===== src/rtl/product_divider_pkg.sv =====
// Shared types for product_divider: FSM state encoding and the bit-counter
// width helper.
package product_divider_pkg;

  typedef enum logic [1:0] {
    IDLE = 2'd0,
    DIV  = 2'd1,
    DONE = 2'd2
  } state_t;

  function automatic int clog2(input int n);
    int r;
    r = 0;
    while ((1 << r) < n) r++;
    return r;
  endfunction

endpackage


===== src/rtl/divider_step.sv =====
// One restoring-division step: shift the next dividend bit into the partial
// remainder, then compare against the divisor and subtract if it fits.
module divider_step #(
  parameter int VW = 2
) (
  input  logic [VW-1:0] i_rem,
  input  logic          i_bit,
  input  logic [VW-1:0] i_divisor,
  output logic [VW-1:0] o_rem,
  output logic          o_qbit
);

  logic [VW:0]   w_shift;
  logic [VW-1:0] w_diff;
  logic          w_ge;

  // The carry bit w_shift[VW] alone means the shifted value exceeds any
  // VW-bit divisor; the low-bit subtraction is then exact modulo 2**VW.
  always_comb begin
    w_shift = {i_rem, i_bit};
    w_ge    = w_shift[VW] || (w_shift[VW-1:0] >= i_divisor);
    w_diff  = w_shift[VW-1:0] - i_divisor;
    o_qbit  = w_ge;
    o_rem   = w_ge ? w_diff : w_shift[VW-1:0];
  end

endmodule


===== src/rtl/product_divider.sv =====
// Sequential restoring divider recovering factor A from product Z = A*B.
// Optional range_err output enabled by defining PRODUCT_DIVIDER_RANGE_CHK_EN.
module product_divider
  import product_divider_pkg::*;
#(
  parameter int DW = 4,
  parameter int VW = 2
) (
  input  logic          clk,
  input  logic          rst_n,
  input  logic          in_valid,
  output logic          in_ready,
  input  logic [DW-1:0] dividend,
  input  logic [VW-1:0] divisor,
  output logic          out_valid,
  input  logic          out_ready,
  output logic [DW-1:0] quotient,
  output logic [VW-1:0] remainder,
  output logic          div_zero
`ifdef PRODUCT_DIVIDER_RANGE_CHK_EN
  ,
  output logic          range_err
`endif
);

  localparam int CW = clog2(DW);

  state_t        r_state, w_state_next;
  logic [DW-1:0] r_dvd, r_quot, w_quot_next;
  logic [VW-1:0] r_dvs, r_rem, w_rem_next;
  logic [CW-1:0] r_cnt;
  logic          w_qbit;

  divider_step #(.VW(VW)) u_step (
    .i_rem     (r_rem),
    .i_bit     (r_dvd[r_cnt]),
    .i_divisor (r_dvs),
    .o_rem     (w_rem_next),
    .o_qbit    (w_qbit)
  );

  always_ff @(posedge clk or negedge rst_n) begin
    if (!rst_n) r_state <= IDLE;
    else        r_state <= w_state_next;
  end

  always_comb begin
    w_state_next = r_state;
    in_ready     = 1'b0;
    out_valid    = 1'b0;
    w_quot_next  = r_quot;
    w_quot_next[r_cnt] = w_qbit;
    case (r_state)
      IDLE: begin
        in_ready = 1'b1;
        if (in_valid) w_state_next = (divisor == '0) ? DONE : DIV;
      end
      DIV: begin
        if (r_cnt == '0) w_state_next = DONE;
      end
      DONE: begin
        out_valid = 1'b1;
        if (out_ready) w_state_next = IDLE;
      end
      default: w_state_next = IDLE;
    endcase
  end

`ifdef PRODUCT_DIVIDER_RANGE_CHK_EN
  // A genuine VW x VW product divides exactly with a quotient that fits VW bits.
  logic w_range_bad;
  assign w_range_bad = ((w_quot_next >> VW) != '0) || (w_rem_next != '0);
`endif

  always_ff @(posedge clk or negedge rst_n) begin
    if (!rst_n) begin
      r_dvd     <= '0;
      r_dvs     <= '0;
      r_rem     <= '0;
      r_quot    <= '0;
      r_cnt     <= '0;
      quotient  <= '0;
      remainder <= '0;
      div_zero  <= 1'b0;
`ifdef PRODUCT_DIVIDER_RANGE_CHK_EN
      range_err <= 1'b0;
`endif
    end else begin
      case (r_state)
        IDLE: begin
          if (in_valid) begin
            r_dvd  <= dividend;
            r_dvs  <= divisor;
            r_rem  <= '0;
            r_quot <= '0;
            r_cnt  <= CW'(DW - 1);
            if (divisor == '0) begin
              quotient  <= '1;
              remainder <= dividend[VW-1:0];
              div_zero  <= 1'b1;
`ifdef PRODUCT_DIVIDER_RANGE_CHK_EN
              range_err <= 1'b0;
`endif
            end
          end
        end
        DIV: begin
          r_rem  <= w_rem_next;
          r_quot <= w_quot_next;
          if (r_cnt == '0) begin
            quotient  <= w_quot_next;
            remainder <= w_rem_next;
            div_zero  <= 1'b0;
`ifdef PRODUCT_DIVIDER_RANGE_CHK_EN
            range_err <= w_range_bad;
`endif
          end else begin
            r_cnt <= r_cnt - 1'b1;
          end
        end
        DONE: begin
`ifdef PRODUCT_DIVIDER_RANGE_CHK_EN
          if (out_ready) range_err <= 1'b0;
`endif
        end
        default: ;
      endcase
    end
  end

endmodule


===== config.mk =====
export PLATFORM = sky130hd
export DESIGN_NAME = product_divider
export DESIGN_NICKNAME = d
export VERILOG_FILES = /design/src/rtl/product_divider_pkg.sv /design/src/rtl/divider_step.sv /design/src/rtl/product_divider.sv
export SDC_FILE = /design/constraint.sdc
export NUM_CORES = 1
export LEC_CHECK = 0
export CAP_MARGIN = 20
export CORE_MARGIN = 2
export CORE_UTILIZATION = 55
export CTS_BUF_LIST = sky130_fd_sc_hd__clkbuf_16
export CTS_CLUSTER_DIAMETER = 50
export DETAILED_ROUTE_END_ITERATION = 10
export HOLD_SLACK_MARGIN = 0.05
export PLACE_DENSITY = 0.78
export SETUP_SLACK_MARGIN = 0.02
export SYNTH_ARGS = -nofsm -noshare
export SYNTH_HDL_FRONTEND = slang
export SYNTH_SLANG_ARGS = --single-unit
export TNS_END_PERCENT = 30

===== constraint.sdc =====
create_clock -name clk -period 5.8 [get_ports clk]
set_clock_uncertainty 0.1 [all_clocks]
set_input_delay 1.16 -clock clk [delete_from_list [all_inputs] [get_ports clk]]
set_output_delay 1.16 -clock clk [all_outputs]
set_load 0.05 [all_outputs]

**Word-level counts from Yosys, hierarchy flattened**

Cells that the tools add are included.
Widths: inputs -> output; s select.

- Flip-flop bits (word level): 23
- Word-level logic and storage cells: 64
- Input port bits: 10

- Reductions and logical operators: 11
- Add/sub/neg operators: 2
- Order comparisons: 3
- Muxes and demuxes: 32
- Equal/unequal tests: 7

Operators with widths:

| cell | count |
|---|---|
| $mux 2 | 11 |
| $mux 4 | 4 |
| $pmux 4 s2 | 2 |
| $pmux 2 s2 | 3 |
| $ne 2x2->1 const B | 5 |
| $mux 1 | 7 |
| $logic_not 2->1 | 3 |
| $pmux 2 s3 | 1 |
| $reduce_and 3->1 | 2 |
| $bwmux 4 | 1 |
| $reduce_and 2->1 | 2 |
| $reduce_and 4->1 | 1 |
| $lt 2x3->1 const B | 1 |
| $bmux 1 s2 | 1 |
| $demux 1 s2 | 1 |
| $eq 2x1->1 const B | 1 |
| $eq 2x2->1 const B | 1 |
| $ge 2x1->1 const B | 1 |
| $ge 2x2->1 | 1 |
| $pmux 1 s2 | 1 |
| $reduce_bool 2->1 | 1 |
| $sub 2x1->2 const B | 1 |
| $sub 2x2->2 | 1 |
| $logic_and 1x1->1 | 1 |
| $logic_or 1x1->1 | 1 |

**Logic depth before layout (Yosys ltp)**

- Depth after elaboration: 7
- Gate-level depth with buffers: 9
- Gate-level depth less buffers: 9

**Modules after synthesis**

From an unflattened synthesis, not the netlist that was laid out.

- Cells, all modules: 98
- Area total of the unflattened synthesis: 1,173.6 um^2

By module, submodules not included:

| module | area an instance (um^2) | seq. area each (um^2) | times used | cells each |
|---|---|---|---|---|
| product_divider | 1,076.0 | 550.5 | 1 | 87 |
| divider_step | 97.6 | 0.0 | 1 | 11 |

**Worst setup path after synthesis**

OpenSTA, ideal clock, no wires.

- Path kind: register to register
- From: register r_cnt[0]
- To: register r_rem[1]
- Clock period less this slack: 2,643 ps
- Setup slack: 3,157 ps
- Arrival: 2,423 ps
- Stages on the path, launching flop included: 10
- Cell sequence: dfrtp_1 mux4_2 inv_1 ha_1 inv_1 fa_1 a211oi_2 mux2i_1 nor2_1 a31o_2

- Cells in the longest elaborated chain, start to end: 6
- Elaborated cells on any way between the ends: 7
- Classes of those cells: add/sub: 1; order compare: 1; mux: 4; reduce/logical: 1

RTL lines:

| what | line | RTL |
|---|---|---|
| start, declared | product_divider.sv:31 | `logic [CW-1:0] r_cnt;` |
| start signal, assigned | product_divider.sv:96 | `r_cnt <= CW'(DW - 1);` |
| start signal, assigned | product_divider.sv:118 | `r_cnt <= r_cnt - 1'b1;` |
| $bmux 1 s2 * | product_divider.sv:36 | `.i_bit (r_dvd[r_cnt]),` |
| $mux 1 (not written as such) * | product_divider.sv:36 |  |
| $ge 2x2->1 | divider_step.sv:21 | `w_ge = w_shift[VW] \|\| (w_shift[VW-1:0] >= i_divisor);` |
| $logic_or 1x1->1 | divider_step.sv:21 |  |
| $mux 2 * | divider_step.sv:24 | `o_rem = w_ge ? w_diff : w_shift[VW-1:0];` |
| $pmux 2 s2 * | product_divider.sv:89 | `case (r_state)` |
| end signal, assigned | product_divider.sv:108 | `r_rem <= w_rem_next;` |
| end, declared | product_divider.sv:30 | `logic [VW-1:0] r_dvs, r_rem, w_rem_next;` |

Every way passes the cells marked *; elsewhere a longest branch is shown, timed or not. The select of a mux whose other input is x is not followed.
A chain may end at the register's enable or synchronous reset.

**Worst setup path in the final report**

- From: register r_state[0]
- To: output out_valid

- Cells in the longest elaborated chain, start to end: 2

RTL lines:

| what | line | RTL |
|---|---|---|
| start, declared | product_divider.sv:28 | `state_t r_state, w_state_next;` |
| start signal, assigned | product_divider.sv:44 | `else r_state <= w_state_next;` |
| $eq 2x2->1 | product_divider.sv:53 | `case (r_state)` |
| $mux 1 | product_divider.sv:53 |  |
| end, declared | product_divider.sv:15 | `output logic out_valid,` |

Every way passes these cells.

==> summary.txt <==
Post-CTS Setup Repair Bufs: 0
initial antenna violation count: 0
grt peak-use layer: met2
Worst Path Arrival: 1760 ps
worst skew pair latency: 260 ps
Global Route Usage Sum: 0.216
Final Hold Viols: 0
peak supply drop: 0.360 mV
CTS Buf Count: 3
Hold WC Path Type: reg2reg
status: finished clean
hold path startpoint: r_dvd[3]
PwrDens: 655 nW/um^2
register area share after synthesis: 0.482
Setup Viol. Count Final: 0
Pleak: 0.641 nW
Horiz. Die Dim: 49.6 microns
TritonCTS clock tree: yes
syn avg cell area: 9.68 sq um
Total Power: 0.000925 W
most common cell after layout, fill and taps aside: dfrtp_1
clk buf depth: 2
final wirelength: 2380 microns
Worst Path Required: 4540 ps
clock slew at reported path FFs: 60 ps
CP max FO: 8
area growth from synthesis to layout: 23.7%
crit share post-route: 0.520
DRT Pass-1 Iters: 4
core region area: 1960 sq um
met1 Usage GRT: 0.242
largest net degree at the start of global routing: 23
setup_tns: 0 ps
Port-buffer cells: 18
CTS Sinks: 22
CTS resizes: 0
Synthesized Nets: 135
layout filler cell count: 168
Worst Tran Pin Value: 960 ps
CP endpoint kind: output port
root buf cell: clkbuf_16
YS warnings: 0
DR WL/cell: 14.6 microns
antenna cell count: 0
met3 usage: 0.0455
starting density of the core: 0.582
crit path launch type: flip-flop
CP Class: reg2out
H-tree levels: 1
Max Slew Vio Count: 0
hold-fix buffers at CTS: 0
GRT overflow: 0
io pins: 19
Min Clock Period, post-route: 3020 ps
post-synth top area cell: dfrtp_1
Routed Antenna Nets: 0
Worst slew margin: 0.358
count of different cell masters after synthesis: 31
met2 global-route usage: 0.382
GPL Wtd Cong: 0.731
RSZ-0062 raised after global routing: false
vias per std cell: 5.52
first-pass GRT wire length: 4020 microns
share of the synthesized area in the top cell type: 0.482
mapped cell area: 1140 sq um
vias in the first global route: 947
post-synthesis instance total: 118
Max-cap violations: 0
FMAX: 0.331 GHz
DIE HEIGHT: 49.6 microns
layout net count: 155
CP Launch Point: r_state[0]
drt first-iter violations: 18
Via Count: 900
share of cells above drive strength 1: 0.0882
r2r startpoint: r_cnt[0]
DP Wirelength: 1630 microns
FF+latch count, synth: 22
Die Footprint: 2460 sq um
row count: 16
most frequent cells in the layout: 22 x dfrtp_1, 21 x nand2_1, 18 x clkdlybuf4s50_1
drc violations: 0
Synth area leaders: dfrtp_1 48%, nand2_1 6.9%, ha_1 6.6%
[report_power, final]
part           switching [W]  internal, W  total (W)
Sequential         0.0000556     0.000223   0.000279
Combinational       0.000307     0.000194   0.000500
Clock              0.0000551    0.0000912   0.000146
[per-stage QoR]
stage,cell area (sq um),util,worst slack [ps],hold WS (ps),cells
2_1_floorplan,1140,-,3160,340,118
3_3_place_gp,1340,0.682,2920,362,160
3_5_place_dp,1340,0.682,2850,363,160
4_1_cts,1410,0.720,2790,378,163
5_1_grt,1410,0.720,2670,410,163
6_report,1410,0.720,2780,375,163
[sequential cells by signal (all words and copies together), names as in the netlist]
register   flops
div_zero       1
quotient       4
r_cnt          2
r_dvd          4
r_dvs          2
r_quot         3
r_rem          2
r_state        2
remainder      2
[synth_stat cells, drive strengths merged]
cell type and count:
o21ai 6, o2bb2ai 1, nand3 1, nor4 1, or3b 1, nor3 3, and2b 2, mux2i 1
a21oi 11, a31o 1, dfrtp 22, buf 1, and2 1, mux4 1, ha 6, clkbuf 2
o221ai 1, a22o 3, nor2 17, or4b 1, a211oi 1, o21bai 1, or2b 1, inv 7
a21o 1, a31oi 1, mux2 1, fa 1, nand2 21
[layer usage]
metal,up-vias,share of wire,routed length (microns)
li1,437,-,-
met5,-,0,0
met2,28,0.49,1170
met3,9,0.050,118
met4,0,0.027,65
met1,426,0.43,1020
[layout make-up]
cell class	count	area, sq um	area share
Sequential cell	22	551	0.390
Timing Repair Buffer	18	180	0.128
Inverter	7	26.3	0.0186
Clock buffer	3	75.1	0.0531
Tap cell	27	33.8	0.0239
Multi-Input combinational cell	86	547	0.387
[worst paths after layout]
kind,to,cells after the start,slack (ps)
max in group asynchronous,r_cnt[1],1,3680
worst min-delay path,r_dvd[3],2,380
worst max register to register,r_rem[1],9,2850
worst max-delay path,out_valid,2,2780
worst min register to register,r_dvd[3],2,380
min in group asynchronous,r_dvs[0],1,1340
[worst max-delay path, stage by stage, from the launching register on]
cell	delay, ps
dfrtp_1	460
and2b_2	250
clkdlybuf4s50_1	790
[cells by family (layout without fill, tap and decap cells)]
group	after synthesis	after routing	share of synthesized area
buffers and inverters	10	28	0.0394
muxes	3	3	0.0383
DFF	22	22	0.482
AOI/OAI and AO/OA	27	27	0.160
and+or+nand+nor	49	49	0.197
adders and majority gates	7	7	0.0832
Note: power is estimated with default switching activity, not from simulation.
